<file path="src/rtl/swt16_pkg.sv">
// Shared SWT16 execute-stage definitions: ALU opcodes and execute FSM state encoding.
package swt16_pkg;

    localparam int ALU_OP_WIDTH = 4;

    localparam logic [ALU_OP_WIDTH-1:0] ALU_NOP   = 4'd0;
    localparam logic [ALU_OP_WIDTH-1:0] ALU_ADD   = 4'd1;
    localparam logic [ALU_OP_WIDTH-1:0] ALU_SUB   = 4'd2;
    localparam logic [ALU_OP_WIDTH-1:0] ALU_AND   = 4'd3;
    localparam logic [ALU_OP_WIDTH-1:0] ALU_OR    = 4'd4;
    localparam logic [ALU_OP_WIDTH-1:0] ALU_XOR   = 4'd5;
    localparam logic [ALU_OP_WIDTH-1:0] ALU_SLL   = 4'd6;
    localparam logic [ALU_OP_WIDTH-1:0] ALU_SRL   = 4'd7;
    localparam logic [ALU_OP_WIDTH-1:0] ALU_SRA   = 4'd8;
    localparam logic [ALU_OP_WIDTH-1:0] ALU_PASS2 = 4'd9;
    localparam logic [ALU_OP_WIDTH-1:0] ALU_MUL   = 4'd10;

    typedef enum logic [1:0] {
        ST_IDLE = 2'd0,
        ST_MUL  = 2'd1,
        ST_DONE = 2'd2
    } exec_state_t;

endpackage

</file>
<file path="src/rtl/ialu_mul_iter.sv">
// Iterative shift-add multiplier: one multiplier bit per cycle, W cycles per product,
// keeping the low W bits. Used by exec_mc only when EXEC_MUL_EN is defined.
module ialu_mul_iter #(
    parameter int W = 16
) (
    input  logic         clock,
    input  logic         reset,
    input  logic         start,
    input  logic [W-1:0] a,
    input  logic [W-1:0] b,
    output logic         busy,
    output logic         done,
    output logic [W-1:0] product
);

    localparam int CW = $clog2(W);

    logic [W-1:0]  mcand;
    logic [W-1:0]  mplier;
    logic [CW-1:0] count;

    // product holds its final value after the last step until the next start
    always_ff @(posedge clock or negedge reset) begin
        if (!reset) begin
            busy    <= 1'b0;
            mcand   <= '0;
            mplier  <= '0;
            count   <= '0;
            product <= '0;
        end else if (start) begin
            busy    <= 1'b1;
            mcand   <= a;
            mplier  <= b;
            count   <= '0;
            product <= '0;
        end else if (busy) begin
            if (mplier[0]) begin
                product <= product + mcand;
            end
            mcand  <= mcand << 1;
            mplier <= mplier >> 1;
            count  <= count + 1'b1;
            if (done) begin
                busy <= 1'b0;
            end
        end
    end

    assign done = busy && (count == CW'(W - 1));

endmodule

</file>
<file path="src/rtl/exec_mc.sv">
// SWT16 multi-cycle execute stage: registered operands, opcode-driven ALU, jump and
// data-memory side effects. Define EXEC_MUL_EN to add the stalling iterative multiplier.
module exec_mc
    import swt16_pkg::*;
#(
    parameter int DMEM_ADDR_WIDTH = 12,
    parameter int DMEM_WORD_WIDTH = 16,
    parameter int IALU_WORD_WIDTH = 16,
    parameter int ALU_OP_WIDTH    = 4,
    parameter int PC_WIDTH        = 12,
    parameter int PMEM_ADDR_WIDTH = 12,
    parameter int PMEM_WORD_WIDTH = 16,
    parameter int REG_IDX_WIDTH   = 4
) (
    input  logic                       clock,
    input  logic                       reset,
    input  logic                       in_valid,
    input  logic [ALU_OP_WIDTH-1:0]    in_alu_op,
    input  logic                       in_act_jump_to_ialu_res,
    input  logic                       in_act_load_dmem,
    input  logic                       in_act_store_dmem,
    input  logic                       in_act_write_res_to_reg,
    input  logic [PMEM_WORD_WIDTH-1:0] in_instr,
    input  logic [PC_WIDTH-1:0]        in_pc,
    input  logic [REG_IDX_WIDTH-1:0]   in_res_reg_idx,
    input  logic [IALU_WORD_WIDTH-1:0] in_src1,
    input  logic [IALU_WORD_WIDTH-1:0] in_src2,
    output logic                       out_stall,
    output logic                       out_valid,
    output logic                       out_act_load_dmem,
    output logic                       out_act_store_dmem,
    output logic                       out_act_write_res_to_reg,
    output logic                       out_set_pc,
    output logic                       out_flush,
    output logic [PMEM_ADDR_WIDTH-1:0] out_branch_pc,
    output logic [DMEM_ADDR_WIDTH-1:0] out_dmem_rd_addr,
    output logic [DMEM_ADDR_WIDTH-1:0] out_dmem_wr_addr,
    output logic [DMEM_WORD_WIDTH-1:0] out_dmem_wr_word,
    output logic [IALU_WORD_WIDTH-1:0] out_res,
    output logic [REG_IDX_WIDTH-1:0]   out_res_reg_idx,
    output logic [PMEM_WORD_WIDTH-1:0] out_instr,
    output logic [PC_WIDTH-1:0]        out_pc
);

    localparam int W   = IALU_WORD_WIDTH;
    localparam int SHW = $clog2(W);

    logic                       r_valid;
    logic [ALU_OP_WIDTH-1:0]    r_op;
    logic                       r_jmp, r_ld, r_st, r_wr;
    logic [PMEM_WORD_WIDTH-1:0] r_instr;
    logic [PC_WIDTH-1:0]        r_pc;
    logic [REG_IDX_WIDTH-1:0]   r_idx;
    logic [W-1:0]               r_src1, r_src2;

    exec_state_t  state;
    logic [W-1:0] alu_res;
    logic         op_known;
    logic         side_ok;
    logic [SHW-1:0] shamt;

    // A bubble is captured as all-zero so every output naturally reads 0
    always_ff @(posedge clock or negedge reset) begin
        if (!reset) begin
            r_valid <= 1'b0;
            r_op    <= '0;
            r_jmp   <= 1'b0;
            r_ld    <= 1'b0;
            r_st    <= 1'b0;
            r_wr    <= 1'b0;
            r_instr <= '0;
            r_pc    <= '0;
            r_idx   <= '0;
            r_src1  <= '0;
            r_src2  <= '0;
        end else if (!out_stall) begin
            r_valid <= in_valid;
            r_op    <= in_valid ? in_alu_op : '0;
            r_jmp   <= in_valid && in_act_jump_to_ialu_res;
            r_ld    <= in_valid && in_act_load_dmem;
            r_st    <= in_valid && in_act_store_dmem;
            r_wr    <= in_valid && in_act_write_res_to_reg;
            r_instr <= in_valid ? in_instr : '0;
            r_pc    <= in_valid ? in_pc : '0;
            r_idx   <= in_valid ? in_res_reg_idx : '0;
            r_src1  <= in_valid ? in_src1 : '0;
            r_src2  <= in_valid ? in_src2 : '0;
        end
    end

`ifdef EXEC_MUL_EN
    logic         mul_start, mul_busy, mul_done;
    logic [W-1:0] mul_product;

    assign mul_start = !out_stall && in_valid && (in_alu_op == ALU_MUL);

    ialu_mul_iter #(.W(W)) u_mul (
        .clock   (clock),
        .reset   (reset),
        .start   (mul_start),
        .a       (in_src1),
        .b       (in_src2),
        .busy    (mul_busy),
        .done    (mul_done),
        .product (mul_product)
    );

    // DONE also samples the next instruction, so back-to-back MULs have no gap
    always_ff @(posedge clock or negedge reset) begin
        if (!reset) begin
            state <= ST_IDLE;
        end else begin
            case (state)
                ST_IDLE, ST_DONE: state <= mul_start ? ST_MUL : ST_IDLE;
                ST_MUL:           if (mul_done || !mul_busy) state <= ST_DONE;
                default:          state <= ST_IDLE;
            endcase
        end
    end

    assign out_stall = (state == ST_MUL);
`else
    assign state     = ST_IDLE;
    assign out_stall = 1'b0;
`endif

    assign shamt = r_src2[SHW-1:0];

    always_comb begin
        alu_res  = '0;
        op_known = 1'b1;
        case (r_op)
            ALU_NOP:   alu_res = '0;
            ALU_ADD:   alu_res = r_src1 + r_src2;
            ALU_SUB:   alu_res = r_src1 - r_src2;
            ALU_AND:   alu_res = r_src1 & r_src2;
            ALU_OR:    alu_res = r_src1 | r_src2;
            ALU_XOR:   alu_res = r_src1 ^ r_src2;
            ALU_SLL:   alu_res = r_src1 << shamt;
            ALU_SRL:   alu_res = r_src1 >> shamt;
            ALU_SRA:   alu_res = $unsigned($signed(r_src1) >>> shamt);
            ALU_PASS2: alu_res = r_src2;
`ifdef EXEC_MUL_EN
            ALU_MUL:   alu_res = mul_product;
`endif
            default:   op_known = 1'b0;
        endcase
    end

    // Undefined opcodes complete as valid but must not touch PC, memory or registers
    assign out_valid = r_valid && (state != ST_MUL);
    assign side_ok   = out_valid && op_known;

    assign out_act_load_dmem        = side_ok && r_ld;
    assign out_act_store_dmem       = side_ok && r_st;
    assign out_act_write_res_to_reg = side_ok && r_wr;
    assign out_set_pc               = side_ok && r_jmp;
    assign out_flush                = side_ok && r_jmp;
    assign out_branch_pc    = out_set_pc ? alu_res[PMEM_ADDR_WIDTH-1:0] : '0;
    assign out_dmem_rd_addr = out_act_load_dmem ? r_src1[DMEM_ADDR_WIDTH-1:0] : '0;
    assign out_dmem_wr_addr = out_act_store_dmem ? r_src2[DMEM_ADDR_WIDTH-1:0] : '0;
    assign out_dmem_wr_word = out_act_store_dmem ? r_src1 : '0;
    assign out_res          = out_valid ? alu_res : '0;
    assign out_res_reg_idx  = out_valid ? r_idx : '0;
    assign out_instr        = out_valid ? r_instr : '0;
    assign out_pc           = out_valid ? r_pc : '0;

endmodule

</file>
<file path="config.mk">
export PLATFORM = sky130hd
export DESIGN_NAME = exec_mc
export DESIGN_NICKNAME = d
export VERILOG_FILES = /design/src/rtl/swt16_pkg.sv /design/src/rtl/ialu_mul_iter.sv /design/src/rtl/exec_mc.sv
export SDC_FILE = /design/constraint.sdc
export NUM_CORES = 1
export LEC_CHECK = 0
export ABC_CLOCK_PERIOD_IN_PS = 5000
export CAP_MARGIN = 20
export CELL_PAD_IN_SITES_DETAIL_PLACEMENT = 1
export CELL_PAD_IN_SITES_GLOBAL_PLACEMENT = 1
export CORE_MARGIN = 1
export CORE_UTILIZATION = 37
export CTS_BUF_LIST = sky130_fd_sc_hd__clkbuf_8
export DETAILED_ROUTE_END_ITERATION = 12
export PLACE_DENSITY = 0.81
export RECOVER_POWER = 100
export SETUP_SLACK_MARGIN = 0.4
export SLEW_MARGIN = 5
export SYNTH_ARGS = -nofsm -noshare
export SYNTH_HDL_FRONTEND = slang
export SYNTH_SLANG_ARGS = --single-unit
</file>
<file path="constraint.sdc">
create_clock -name clock -period 5 [get_ports clock]
set_input_delay 0.5 -clock clock [delete_from_list [all_inputs] [get_ports clock]]
set_output_delay 0.5 -clock clock [all_outputs]
set_load 0.005 [all_outputs]
</file>
* Word level (Yosys, flattened, before mapping)
Cells that the tools add are included.
** Word-level totals
- Register bits after elaboration :: 73
- Input port bits :: 75
- Output and inout port bits :: 107
- Word-level logic and storage cells :: 55
** Operators by class
- Add/sub/neg operators :: 2
- Equality and inequality tests :: 9
- Shifts and indexed selects :: 3
- Muxes and demuxes :: 16
- Bitwise gates (word level) :: 3
- Reductions and logical operators :: 11
** Operators by type and width (count)
- $pmux W16 S9 :: 1
- $mux W16 :: 6
- $mux W12 :: 5
- $add A16 B16 Y16 :: 1
- $and A16 B16 Y16 :: 1
- $eq A4 B3 Y1 const B :: 4
- $or A16 B16 Y16 :: 1
- $shl A16 B4 Y16 :: 1
- $shr A16 B4 Y16 :: 1
- $sshr A16 B4 Y16 :: 1
- $sub A16 B16 Y16 :: 1
- $xor A16 B16 Y16 :: 1
- $mux W4 :: 3
- $reduce_or A10 Y1 :: 1
- $logic_and A1 B1 Y1 :: 9
- $eq A4 B2 Y1 const B :: 2
- $eq A4 B4 Y1 const B :: 2
- $eq A4 B1 Y1 const B :: 1
- $logic_not A4 Y1 :: 1
- $mux W1 :: 1

* Logic depth before layout (Yosys ltp)
- Word-level depth :: 6
- Depth in mapped cells :: 17
- Mapped depth without buffers :: 13

* Worst setup path before layout
OpenSTA, ideal clock, no wires.
- Path type :: flip-flop to output port
- Start :: register r_src2[0]
- End :: output out_branch_pc[11]
- Arrival :: 3428 ps
- Data required time :: 4500 ps
- Path slack :: 1072 ps
- Stages on the path, launching flop included :: 17
- Buffers on the path :: 3
- Cell sequence :: dfrtp_1 > buf_2 > buf_4 > inv_1 > buf_2 > ha_1 > nor3b_1 > nor2_1 > xnor2_1 > ha_1 > o21a_1 > nor2_1 > a21oi_1 > a211oi_1 > xnor2_1 > a2111oi_1 > nor2_1
** Between the ends
- Longest elaborated chain between the ends :: 3
- Elaborated cells on any way between the ends :: 7
- Classes of those cells :: add/sub (2); shift (3); mux (2)
** RTL lines
- from (decl) :: RTL line exec_mc.sv:54 : logic [W-1:0] r_src1, r_src2;
- from (signal assigned) :: RTL line exec_mc.sv:87 : r_src2 <= in_valid ? in_src2 : '0;
- $sub A16 B16 Y16 (tied with other cells) :: RTL line exec_mc.sv:135 : ALU_SUB: alu_res = r_src1 - r_src2;
- $pmux W16 S9 (*) :: RTL line exec_mc.sv:132 : case (r_op)
- $mux W12 (*) :: RTL line exec_mc.sv:159 : assign out_branch_pc = out_set_pc ? alu_res[PMEM_ADDR_WIDTH-1:0] : '0;
- to (decl) :: RTL line exec_mc.sv:35 : output logic [PMEM_ADDR_WIDTH-1:0] out_branch_pc,
Every way passes the cells marked *; elsewhere a longest branch is shown, timed or not.

* Worst setup path after layout
- Start :: register r_op[1]
- End :: output out_res[7]
** Between the ends
- Longest elaborated chain between the ends :: 3
- Elaborated cells on any way between the ends :: 11
- Classes of those cells :: eq/ne (9); mux (2)
** RTL lines
- from (decl) :: RTL line exec_mc.sv:49 : logic [ALU_OP_WIDTH-1:0] r_op;
- from (signal assigned) :: RTL line exec_mc.sv:78 : r_op <= in_valid ? in_alu_op : '0;
- $eq A4 B4 Y1 (tied with other cells) :: RTL line exec_mc.sv:132
- $pmux W16 S9 (*) :: RTL line exec_mc.sv:132
- $mux W16 (*) :: RTL line exec_mc.sv:163 : assign out_res = out_valid ? alu_res : '0;
- to (decl) :: RTL line exec_mc.sv:39 : output logic [IALU_WORD_WIDTH-1:0] out_res,
Marked as above.

==> results by group <==
Outcome
  – Status: finished, violations left
  – Failing checks: max-capacitance violations, max-slew violations

Global routing
  – Global-route wire length before repair: a little over 40 mm
  – GR Util met1: 36.47%
  – Overflow after GRT: 0
  – Top Usage Layer GRT: met2
  – Vias in the first global route: around 7,000
  – Total track usage: 29.65%
  – Met3 usage: 7.889%
  – Largest net degree at the start of global routing: 74
  – Initial antenna violation count: 0
  – Met2 usage: a little under 50%

Cells and area
  – Commonest non-fill, non-tap cells in the layout: clkdlybuf4s50_1, and2_0, nor2_1
  – Most common cell after layout, fill and taps aside: clkdlybuf4s50_1
  – Fin cells: 1,190
  – Area grow syn2layout: 34.15%
  – Fillcell total: 2,088
  – Nets: around 1,100
  – Final core utilization: 51.52%
  – Share of cells above drive strength 1: 8.187%
  – Number of diodes: 0

Clocking
  – Maximum root-to-sink buffer count: 2
  – Sink Count: 73
  – Reg clk slew, reported paths: roughly 0.070 ns
  – CTS tree: built
  – Num CTS Buffers: 9
  – Htree depth: 3
  – CTS Root Cell: clkbuf_8

STA
  – Setup Viol. Count Final: 0
  – Slew Limit Fails: 74
  – Setup TNS: 0 ns
  – Min cycle time layout: between 4 and 5 ns
  – Hold Worst Slack: 0.2833 ns
  – Slew @ Worst Pin: 2.320 ns
  – Slew headroom: -54.66%
  – RSZ-0062 raised after global routing: true
  – Final hold vios: 0
  – Fin crit share: 93.93%
  – FMAX: ~0.21 GHz

Synthesis
  – Synthesized Nets: 930
  – Async set or reset register ratio after synthesis: 100.0%
  – Number of unique standard cell types used by synthesis: between 60 and 70
  – Cells after synthesis: 805
  – Most used DFF post-synth: dfrtp_1
  – Number of synthesized register bits: 73
  – Synth warn: 0
  – Cell area after synthesis: 6711 µm²
  – Register area share after synthesis: 27.22%
  – EDFF count, synth: 0
  – Syn_area_per_cell: 8.337 µm²

Critical path
  – Worst setup SP type: flip-flop
  – CP max FO: 26
  – Worst path arrival time: 4.20 ns
  – Req. time, crit path: approximately 4.5 ns
  – Crit end category: primary output
  – Crit path kind: flip-flop to primary output

Die
  – Die ar.: between 15,000 and 20,000 µm²
  – Chip Width: 136.7 µm
  – # rows: 48
  – Core area: approximately 17,000 µm²
  – Die height: 136.7 µm
  – Initial Util: 38.40%
  – IO Pins: 182

Placed design
  – Buffers on Ports: 180
  – Placed cells: ~1,200
  – DP HPWL: just over 20 mm
  – GP Congestion: slightly above 1

Drt
  – 1st-iter DRT viols: 520
  – DR pass1 iterations: 5
  – Via Count: 6,805
  – Vias per cell: 5.718
  – Wire per inst: 22.63 µm
  – # DRC: 0
  – ANT nets after route: 0
  – Post-Route WL: approximately 27 mm

Pwr
  – P per Cell Area: 198.9 nW/µm²
  – Total power draw: between 1.5 and 2 mW
  – Leakage power: 3.781 nW
  – Max VDD drop: 176.8 µV

Min path
  – HP Class: input pin to asynchronous set/reset pin

Job
  – Max Cap Viol: 1
==> Yosys cell counts (all sizes together), types with 8 or more instances <==
library cell	n	area share, %
mux4	16	5.4
a31oi	10	0.93
clkbuf	40	2.2
nand3	13	0.97
ha	49	9.1
and2	146	14
nor2b	16	1.5
o22ai	10	0.93
o21ai	35	2.6
nor3	15	1.1
nand2	43	2.4
a21oi	32	2.4
xnor2	21	2.7
nand2b	8	0.75
nor2	81	4.5
mux2i	25	3.7
dfrtp	73	27
inv	36	2.0
buf	21	1.9
a22oi	9	1.0
==> per-stage QoR <==
| step | cell area [µm²] | setup WS (ns) |
|---|---|---|
| 6_report | 9004 | 0.3033 |
| 2_1_floorplan | 6711 | 1.072 |
| 3_5_place_dp | 8682 | 0.6145 |
| 5_1_grt | 9004 | 0.1561 |
| 4_1_cts | 8932 | 0.4299 |
| 3_3_place_gp | 8682 | 0.7159 |
==> where the power goes <==
| group | leakage, nW | internal [mW] | total, mW | switching (mW) |
|---|---|---|---|---|
| clock | 0.114 | 0.292 | 0.507 | 0.215 |
| sequential | 0.936 | 0.619 | 0.670 | 0.0507 |
| combinational | 2.73 | 0.287 | 0.613 | 0.326 |
==> worst max-delay path, cell delays in order, from the launching register on <==
cell	delay (ns)
dfrtp_1	0.37
clkbuf_1	0.88
nand4b_1	0.41
and2_0	0.43
a2111oi_0	0.77
a2111oi_0	0.17
buf_4	0.20
nor2_1	0.07
dlygate4sd3_1	0.56
==> registers in the layout, indices dropped and copies added (netlist names) <==
register,count
r_instr,16
r_jmp,1
r_ld,1
out_valid,1
r_src1,16
r_op,4
r_wr,1
r_src2,16
r_idx,4
r_st,1
r_pc,12
==> kinds of logic (layout without fill, tap and decap cells) <==
group	count (synthesis)	in the layout	share of synthesized area, %
AO/OA/AOI/OAI	164	164	16.33
XOR/XNOR	27	27	3.524
adder cells (fa/ha/maj)	50	50	9.433
buffers and inverters	97	257	6.171
flip-flops	73	73	27.22
multiplexers	43	43	9.433
other	1	1	0.05587
AND/OR/NAND/NOR	350	350	27.83
==> per-layer routing <==
metal,share of wire (%),up-vias
met5,0,-
met4,3.7,0
met3,9.3,63
met2,47,350
met1,41,3283
li1,-,3109
==> final cells by class <==
cell class                 instances  area (µm²)  share of cell area [%]
tap                              225       281.5                   3.127
sequential                        73        1831                   20.33
clock inverter                     5       81.33                  0.9033
multi-input combinational        635        4562                   50.67
timing repair buffer             206        1976                   21.94
inverter                          36       135.1                   1.501
clock buffer                      10       137.6                   1.529
==> repair_timing <==
action / 4_1_cts / 5_1_grt
setup endpoints to repair: 10 / 18
hold buffers: 0 / 0
buffers inserted: 0 / 3
gates resized for setup: 6 / 21
pin swaps: 0 / 7
==> path summary, 6_finish.rpt <==
kind	startpoint	to	slack, ns	cells past startpoint
max	r_op[1]$_DFF_PN0_	out_res[7]	0.30	8
min	reset	r_instr[10]$_DFF_PN0_	0.28	1
max in group asynchronous	reset	r_src2[1]$_DFF_PN0_	4.06	1
min in group clock	in_src2[4]	r_src2[4]$_DFF_PN0_	0.72	2
(Power assumes the default switching activity.)
==> edit, RTL diff (same settings) <==
`PMEM_WORD_WIDTH`: 16 -> 24.
--- a/src/rtl/exec_mc.sv
+++ b/src/rtl/exec_mc.sv
@@ -9,7 +9,7 @@
     parameter int ALU_OP_WIDTH    = 4,
     parameter int PC_WIDTH        = 12,
     parameter int PMEM_ADDR_WIDTH = 12,
-    parameter int PMEM_WORD_WIDTH = 16,
+    parameter int PMEM_WORD_WIDTH = 24,
     parameter int REG_IDX_WIDTH   = 4
 ) (
     input  logic                       clock,
Interface: changed (resized in_instr and out_instr); port bits go from 182 to 198. No check against the original RTL was run, so the function may have changed too.
==> edit against the original RTL <==
- cell area is 6.8% higher
- the flow still finishes with violations (max-capacitance violations, max-slew violations)
- count of clock-buffer cells in the layout shrank 1
- synthesized area increased by 7.9%
- critical path depth up 6
- global-route usage down 1.3 points
- worst setup slack gained 180 ps
- sequential cell count is 8 higher
- core utilization is 0.80 points lower
- die area rose by 7.8%
- wire length grew 3.3%
- power increased by 2.2%
- sequential share of layout area increased by 0.78 points
- largest power group unchanged
- critical endpoint is now out_res[14]
==> edit: results (changes against the original RTL) <==
## Status
• **result of the run** finished with violations, unchanged
• **violated checks** max-capacitance violations, max-slew violations, unchanged

## Finish
• **biggest registers after layout** r_instr: 24 flops, r_src1: 16 flops, r_src2: 16 flops, was r_instr: 16 flops, r_src1: 16 flops, r_src2: 16 flops
• **number of fill cells in the layout** 2189, was 2088
• **fraction of layout cells with a size suffix above 1** 8.41%, was 8.19%

## Timing
• **measured slew at the worst slew-check pin** 2550 ps, was 2320 ps
• **max-slew violation count** 212, was 74

## Setup path
• **Worst path slowest cell** sky130_fd_sc_hd__a2111oi_1, was sky130_fd_sc_hd__clkbuf_1
• **crit-path max FO** 19, was 26
• **Slowest Stage Delay on Critical Path** 630 ps, was 880 ps
• **arrival time worst endpoint** 4020 ps, was 4200 ps
• **cell family with most CP delay** compound AO/OA/AOI/OAI gates, was buffers and inverters

## Synth
• **most used standard cells in the synthesized netlist** 165 x sky130_fd_sc_hd__and2_1, 81 x sky130_fd_sc_hd__dfrtp_1, 67 x sky130_fd_sc_hd__nor2_1, was 146 x sky130_fd_sc_hd__and2_1, 81 x sky130_fd_sc_hd__nor2_1, 73 x sky130_fd_sc_hd__dfrtp_1
• **cells taking the most area after synthesis** sky130_fd_sc_hd__dfrtp_1 28%, sky130_fd_sc_hd__and2_1 14%, sky130_fd_sc_hd__ha_1 8.5%, sky130_fd_sc_hd__mux4_2 6.2%, sky130_fd_sc_hd__nor2_1 3.5%, was sky130_fd_sc_hd__dfrtp_1 27%, sky130_fd_sc_hd__and2_1 14%, sky130_fd_sc_hd__ha_1 9.1%, sky130_fd_sc_hd__mux4_2 5.4%, sky130_fd_sc_hd__nor2_1 4.5%
• **net count of the mapped netlist** 951, was 930

## Power and ir drop
• **highest ir drop seen on vdd** 193 uV, was 177 uV

## GRT
• **maximum number of pins on one net before global-route repair** 82, was 74
• **vias in the first global route** 7289, was 7044
• **Overall Global Routing Usage** 28.3%, was 29.7%
• **first-pass GRT wire length** 42800 um, was 40700 um

## Drt
• **average wire per standard cell** 22.3 um, was 22.6 um
• **starting DRC count in detailed routing** 497, was 520
• **iteration count of the initial detailed-routing pass** 6, was 5

## Placement
• **total placed instance area** 9390 um2, was 8680 um2
• **number of buffers added on ports** 196, was 180

## Worst hold path
• **path class of the lowest-slack min-delay path** in -> reg, was in -> async

## Flow run
• **# Max-Cap Violations** 4, was 1

==> edit: final cells by class <==
class                      instances  area (um2)  share of cell area, %
inverter                          40         150                   1.56
timing repair buffer             223        2140                   22.2
sequential                        81        2030                   21.1
multi-input combinational        628        4790                   49.8
tap                              260         325                   3.38
clock inverter                     6        61.3                  0.638
clock buffer                       9         124                   1.29
==> edit: worst paths after layout <==
path,cells after the start,slack (ps),end,start
max in group asynchronous,2,1250,r_src2[0]$_DFF_PN0_,reset
max,14,480,out_res[14],r_op[0]$_DFF_PN0_
min in group asynchronous,1,870,r_src2[13]$_DFF_PN0_,reset
min,2,710,r_pc[6]$_DFF_PN0_,in_pc[6]
==> edit: per-layer routing <==
| layer | wire (um) | GRT usage, % | up-vias |
|---|---|---|---|
| li1 | - | - | 3222 |
| met1 | 11100 | 34.7 | 3489 |
| met2 | 13100 | 46.7 | 351 |
| met3 | 2640 | 8.13 | 59 |
| met4 | 956 | 11.5 | 0 |
| met5 | 0 | 0 | - |
==> edit: kinds of logic after synthesis <==
group	synth area share [%]
flip-flops	28.0
multiplexers	10.8
buffers and inverters	6.34
AND/OR/NAND/NOR	27.7
adder cells (fa/ha/maj)	8.74
XOR/XNOR	2.54
AO/OA/AOI/OAI	15.7
other	0.0518
==> edit: metrics by stage <==
step | setup WS, ps | cells
after floorplan | 1350 | 818
after global placement | 836 | 1229
after detailed placement | 830 | 1229
after CTS | 417 | 1244
after global routing | 250 | 1247
final | 483 | 1247
==> edit: power breakdown <==
part | switching [mW] | internal, mW | leakage (nW) | total, mW
clock | 0.235 | 0.226 | 0.100 | 0.461
sequential | 0.0499 | 0.687 | 1.04 | 0.737
combinational | 0.327 | 0.304 | 2.87 | 0.631
total | 0.612 | 1.22 | 4.01 | 1.83
==> edit: what timing repair did <==
action | in CTS | in global routing
buffers inserted | 0 | 3
setup endpoints to repair | 0 | 13
gates resized for setup | 0 | 19
